--- config.mk ---
export PLATFORM = sky130hd
export DESIGN_NAME = if_stage_prefetch
export DESIGN_NICKNAME = d
export VERILOG_FILES = /design/src/rtl/if_pkg.sv /design/src/rtl/if_prefetch_fifo.sv /design/src/rtl/if_stage_prefetch.sv
export SDC_FILE = /design/constraint.sdc
export NUM_CORES = 1
export LEC_CHECK = 0
export ABC_AREA = 1
export CORE_MARGIN = 1.5
export CORE_UTILIZATION = 54
export DETAILED_ROUTE_END_ITERATION = 8
export GPL_TIMING_DRIVEN = 0
export PLACE_DENSITY = 0.81
export SLEW_MARGIN = 20
export SYNTH_ARGS = -nofsm -noshare
export SYNTH_HDL_FRONTEND = slang
export SYNTH_SLANG_ARGS = --single-unit
--- constraint.sdc ---
create_clock -name Clk -period 5 [get_ports Clk]
set_input_delay 1 -clock Clk [delete_from_list [all_inputs] [get_ports Clk]]
set_output_delay 1 -clock Clk [all_outputs]
set_load 0.02 [all_outputs]
--- src/rtl/if_pkg.sv ---
// Shared definitions for the prefetching instruction fetch stage.
// Holds the default datapath width and reset PC, plus the redirect
// source encoding and its priority resolver.
package if_pkg;

  localparam int unsigned XLEN_DEF     = 32;
  localparam logic [31:0] RESET_PC_DEF = 32'h0000_0000;

  // Redirect source, ordered so that the encoding also reads as priority.
  typedef enum logic [1:0] {
    RedirNone   = 2'd0,
    RedirBranch = 2'd1,
    RedirJump   = 2'd2,
    RedirJReg   = 2'd3
  } redir_e;

  // JR/JALR wins over J/JAL, which wins over a taken branch.
  function automatic redir_e redir_sel(input logic jreg, input logic jump, input logic branch);
    if (jreg) begin
      return RedirJReg;
    end else if (jump) begin
      return RedirJump;
    end else if (branch) begin
      return RedirBranch;
    end
    return RedirNone;
  endfunction

endpackage

--- src/rtl/if_prefetch_fifo.sv ---
// Prefetch queue: DEPTH entries of WIDTH bits with push, pop and flush.
// Ports:
//   clk, rst   - clock, asynchronous active-high reset
//   push       - write push_data at the tail
//   push_data  - entry to enqueue
//   pop        - drop the head entry
//   flush      - empty the queue (wins over push/pop)
//   head       - head entry, read straight from the storage registers
//   count      - current occupancy (0..DEPTH)
//   empty      - occupancy is zero
module if_prefetch_fifo #(
  parameter int unsigned WIDTH = 64,
  parameter int unsigned DEPTH = 4
) (
  input  logic                       clk,
  input  logic                       rst,
  input  logic                       push,
  input  logic [WIDTH-1:0]           push_data,
  input  logic                       pop,
  input  logic                       flush,
  output logic [WIDTH-1:0]           head,
  output logic [$clog2(DEPTH):0]     count,
  output logic                       empty
);

  localparam int unsigned PW = $clog2(DEPTH);
  localparam int unsigned CW = PW + 1;

  logic [WIDTH-1:0] mem_q [DEPTH];
  logic [PW-1:0]    wr_ptr_q, rd_ptr_q;
  logic [CW-1:0]    count_q;

  // Storage needs no reset: nothing is visible until count says so.
  always_ff @(posedge clk) begin
    if (push && !flush) begin
      mem_q[wr_ptr_q] <= push_data;
    end
  end

  always_ff @(posedge clk or posedge rst) begin
    if (rst) begin
      wr_ptr_q <= '0;
      rd_ptr_q <= '0;
      count_q  <= '0;
    end else if (flush) begin
      wr_ptr_q <= '0;
      rd_ptr_q <= '0;
      count_q  <= '0;
    end else begin
      if (push) begin
        wr_ptr_q <= wr_ptr_q + PW'(1);
      end
      if (pop) begin
        rd_ptr_q <= rd_ptr_q + PW'(1);
      end
      if (push && !pop) begin
        count_q <= count_q + CW'(1);
      end else if (pop && !push) begin
        count_q <= count_q - CW'(1);
      end
    end
  end

  assign head  = mem_q[rd_ptr_q];
  assign count = count_q;
  assign empty = (count_q == '0);

endmodule

--- src/rtl/if_stage_prefetch.sv ---
// Instruction fetch stage with a prefetch queue in front of decode.
// Issues word fetches over a req/gnt/valid interface (in-order, variable
// latency), buffers returned instructions with their PC+4, and discards
// responses that belong to a stream abandoned by a redirect.
// Ports:
//   Clk, Reset                    - clock, asynchronous active-high reset
//   Stall                         - decode holds the head entry
//   Branch_E, Jump_E, JReg        - redirect requests (JReg > Jump_E > Branch_E)
//   BranchAddr, Jaddr, JRegAddr   - redirect targets
//   MemReq, MemAddr, MemGnt       - fetch request channel (word address)
//   MemValid, MemData             - in-order response channel
//   Inst_I, PCplus4_I, InstValid_I - queue head presented to decode
module if_stage_prefetch
  import if_pkg::*;
#(
  parameter int unsigned     XLEN     = XLEN_DEF,
  parameter int unsigned     IMEM_AW  = 12,
  parameter int unsigned     DEPTH    = 4,
  parameter int unsigned     MAX_OUT  = 2,
  parameter logic [XLEN-1:0] RESET_PC = XLEN'(RESET_PC_DEF)
) (
  input  logic               Clk,
  input  logic               Reset,
  input  logic               Stall,
  input  logic               Branch_E,
  input  logic               Jump_E,
  input  logic               JReg,
  input  logic [XLEN-1:0]    BranchAddr,
  input  logic [XLEN-1:0]    Jaddr,
  input  logic [XLEN-1:0]    JRegAddr,
  output logic               MemReq,
  output logic [IMEM_AW-1:0] MemAddr,
  input  logic               MemGnt,
  input  logic               MemValid,
  input  logic [XLEN-1:0]    MemData,
  output logic [XLEN-1:0]    Inst_I,
  output logic [XLEN-1:0]    PCplus4_I,
  output logic               InstValid_I
);

  localparam int unsigned OW = $clog2(MAX_OUT + 1);
  localparam int unsigned CW = $clog2(DEPTH) + 1;
  localparam int unsigned QW = 2 * XLEN;

  logic [XLEN-1:0] fetch_pc_q, fetch_pc_d;
  logic [XLEN-1:0] resp_pc_q, resp_pc_d;
  logic [OW-1:0]   out_q, out_d;
  logic [OW-1:0]   drop_q, drop_d;

  redir_e          redir;
  logic            redirect;
  logic [XLEN-1:0] target;
  logic [CW-1:0]   occ;
  logic            empty;
  logic [QW-1:0]   head;
  logic            rsp_valid, grant, do_push, do_pop;

  // Redirect mux; targets are word aligned regardless of the low bits.
  always_comb begin
    redir  = redir_sel(JReg, Jump_E, Branch_E);
    target = '0;
    unique case (redir)
      RedirJReg:   target = JRegAddr;
      RedirJump:   target = Jaddr;
      RedirBranch: target = BranchAddr;
      default:     target = '0;
    endcase
    target[1:0] = 2'b00;
  end

  assign redirect = (redir != RedirNone);

  // A response with nothing outstanding is a leftover from before reset.
  assign rsp_valid = MemValid && (out_q != '0);

  // Credits: queued plus in-flight never exceeds DEPTH, so pushes always fit.
  assign MemReq  = !Reset && !redirect && (32'(out_q) < MAX_OUT)
                   && ((32'(occ) + 32'(out_q)) < DEPTH);
  assign MemAddr = fetch_pc_q[IMEM_AW+1:2];
  assign grant   = MemReq && MemGnt;
  assign do_push = rsp_valid && !redirect && (drop_q == '0);
  assign do_pop  = !empty && !Stall && !redirect;

  always_comb begin
    fetch_pc_d = fetch_pc_q;
    resp_pc_d  = resp_pc_q;
    out_d      = out_q;
    drop_d     = drop_q;
    if (redirect) begin
      fetch_pc_d = target;
      resp_pc_d  = target;
      out_d      = out_q - OW'(rsp_valid);
      // Everything still in flight belongs to the abandoned stream.
      drop_d     = out_q - OW'(rsp_valid);
    end else begin
      if (grant) begin
        fetch_pc_d = fetch_pc_q + XLEN'(4);
      end
      out_d = out_q + OW'(grant) - OW'(rsp_valid);
      if (rsp_valid) begin
        if (drop_q != '0) begin
          drop_d = drop_q - OW'(1);
        end else begin
          resp_pc_d = resp_pc_q + XLEN'(4);
        end
      end
    end
  end

  always_ff @(posedge Clk or posedge Reset) begin
    if (Reset) begin
      fetch_pc_q <= RESET_PC;
      resp_pc_q  <= RESET_PC;
      out_q      <= '0;
      drop_q     <= '0;
    end else begin
      fetch_pc_q <= fetch_pc_d;
      resp_pc_q  <= resp_pc_d;
      out_q      <= out_d;
      drop_q     <= drop_d;
    end
  end

  if_prefetch_fifo #(
    .WIDTH (QW),
    .DEPTH (DEPTH)
  ) u_fifo (
    .clk       (Clk),
    .rst       (Reset),
    .push      (do_push),
    .push_data ({MemData, resp_pc_q + XLEN'(4)}),
    .pop       (do_pop),
    .flush     (redirect),
    .head      (head),
    .count     (occ),
    .empty     (empty)
  );

  // Stale storage stays hidden behind the empty flag.
  assign InstValid_I = !empty;
  assign Inst_I      = empty ? '0 : head[QW-1:XLEN];
  assign PCplus4_I   = empty ? '0 : head[XLEN-1:0];

endmodule

==> metrics <==
status=finished clean; reg2reg path depth=9; leading post-synthesis cells by cell area=edfxtp_1, dfrtp_1, nor2_1; Layout area overhead=27.9%; Register Area=0.00877 mm^2; critical path fanouts, max=10; Critical Path Source Type=flop; Avg Cell Area, Syn=9.89 um^2; power per cell area=about 340 mW/mm^2; Final Cell Area=0.0176 mm^2; Slew headroom=0.537; Simple-Gate Fraction of Synth Area=0.195; final core occ=0.702; Synth Register Bits=approximately 300; initial antenna violation count=0; RR Endpoint=u_fifo.mem_q[2][48]; WP buf/inv=5; max_cap viols=0; required time of the critical path=~4.0 ns; overall die area=between 0.02 and 0.03 mm^2; CTS resizes=0; post-layout minimum cycle time=4.22 ns; H-Tree Depth=1; layout cells sized above 1=0.0756; Worst Hold Launch=u_fifo.count[1]; Die Y=roughly 160 um; Seq/Total Area, Yosys=0.636; critical path cell sequence=buf_2 > inv_2 > buf_2 > clkbuf_1 > o21ai_0 > a21oi_1 > clkdlybuf4s50_1; post-synthesis mux area share=0; area of the mapped netlist=between 0.01 and 0.015 mm^2; FFs w/ async S/R, synth=0.176; antenna diode count=0; via count=around 11,000; final hold vios=0; core area=around 0.025 mm^2; Final HPWL DP=25,700 um; postcts setup bufs=0; kind of critical path=flop to output port; buffers added on ports=between 200 and 250; Slew @ Worst Pin=between 0.6 and 0.7 ns; most used cell, CP=buf_2; fmax=approximately 240 MHz; Levels on crit path=7; total global-route track usage=0.278; largest net degree at the start of global routing=54; initial DRC count=around 1,200; clk buf depth=3; cells after synthesis=1,395; largest family of logic cells by synthesized area=simple AND/OR/NAND/NOR gates; GP Congestion=0.892; Crit. End Element=output port; Clock Skew=0.0224 ns; clk_lat worst skew=around 0.55 ns; # DRC=0; first-pass GRT wire length=~57,000 um; Placed Cells=~1,900; compound-gate portion of the synthesized area=0.105; setup violators final=0; area of the multi-input gates=about 0.0045 mm^2; setup_tns=0 ns; Hold WC Path Type=flop to flop; VDD IR-drop max=approximately 0.00026 V; flop2flop setup slack=2.32 ns; CTS buffer count=29; critical path startpoint=u_fifo.rd_ptr_q[0]; DR WL/cell=about 18 um; Ys Warns=0; FF-to-FF Start=drop_q[0]; XOR/XNOR Fraction of Synth Area=0.0132; ratio of final minimum period to clock period=0.844; post-synthesis adder-cell area fraction=0.0114; post-synthesis cell type count=39; gr ovfl total=0; CP Data Arrival Time=approximately 3.2 ns; Post-DRT Antenna Nets=0; cell at the slowest stage of the critical path=clkdlybuf4s50_1; die width=163 um; LEAKAGE=~6.6 nW; fill count=1,784; TritonCTS clock tree=built; largest area contributor in the netlist=edfxtp_1; Top Ports=~210; Post-Place Worst Slack=1.03 ns; Starting Density=0.549; Non-Filler Instances=around 2,000; Reg clk slew, reported paths=approximately 0.06 ns; Setup WS post-layout=0.780 ns; Placed Area=around 0.017 mm^2; Setup crit end=Inst_I[19]; CTS Sinks=301; synth cell count leaders=nor2_1, nand2_1, edfxtp_1; Power Total=around 6.1 mW; hold slack=0.533 ns; row cnt=between 50 and 60; family with the most delay on the worst path=buffers and inverters; critical path's largest stage delay=about 0.67 ns; Synth top area share=0.540; CTS root buf=clkbuf_16; final WL=~37,000 um; RSZ-0062 raised after global routing=false; NumNets Final=~1,800; most common flop cell mapped by yosys=edfxtp_1; fin. max-slew vios=0; Vias/cell=5.55; DR pass1 iterations=5; Post-synth EDFFs=approximately 250; CTS Hold Buffers Added=0; vias in the first global route=10,800; top-count cell post-synth=nor2_1
cell type report:
cell class | count | area share
flip-flops and latches | 301 | 0.497
multi-input cells | 966 | 0.256
repair buffers | 216 | 0.135
clock buffers | 37 | 0.0470
well taps | 330 | 0.0234
plain buffers | 68 | 0.0177
inverters | 61 | 0.0131
clock inverters | 17 | 0.0111
placed cells by master, fill, tap and decap left out, types with 8 or more instances in the layout:
cell,netlist,layout
a22o_1,11,11
nand2_1,254,254
dfrtp_1,53,53
nor2_1,319,315
nor2_4,6,10
buf_4,9,9
inv_1,56,55
clkbuf_16,0,31
buf_16,0,12
buf_2,18,18
o21ai_0,148,148
nand3_1,45,45
a21oi_1,107,107
clkbuf_1,33,36
buf_1,8,8
ha_1,11,11
edfxtp_1,248,248
clkdlybuf4s50_1,0,204
xor2_1,10,10
sequential cells by signal (all words and copies together) (netlist names):
signal and cells:
u_fifo.mem_q 248, u_fifo.count 3, u_fifo.wr_ptr_q 2, drop_q 2, fetch_pc_q 12, out_q 2, u_fifo.rd_ptr_q 2, resp_pc_q 30
report_power, final:
group	internal, mW	switching (mW)	total, mW
clock	1.38	0.919	2.30
sequential	2.83	0.0873	2.91
combinational	0.352	0.503	0.855
total	4.56	1.51	6.06
worst min-delay path by stage:
stage | to | slack [ns] | cells past startpoint
final | u_fifo.count[1] | 0.53 | 2
after global routing | u_fifo.count[1] | 0.56 | 2
after CTS | u_fifo.count[1] | 0.53 | 2
after detailed placement | u_fifo.count[1] | 0.51 | 2
after global placement | u_fifo.count[1] | 0.51 | 2
after floorplan | u_fifo.count[1] | 0.47 | 2
cell families after synthesis:
group | count (synthesis)
and+or+nand+nor | 656
DFF | 301
AOI/OAI and AO/OA | 277
buffers and inverters | 129
xor gates and xnor gates | 19
adders and majority gates | 12
other | 1
metal layers:
layer	vias to the layer above	track usage	wire length [um]
met2	573	0.492	18500
met3	65	0.0385	2820
met5	-	0	0
li1	5235	-	-
met1	5210	0.357	14400
met4	0	0.0822	982
worst reg2reg max path, cell delays in order (launching register included):
cell	delay, ns
dfrtp_1	0.37
inv_1	0.08
ha_1	0.17
inv_1	0.04
nor2_1	0.24
nand2_2	0.29
nor2_4	0.57
buf_16	0.24
buf_16	0.17
buf_16	0.19
No activity file was read; power rests on OpenSTA's default activity.
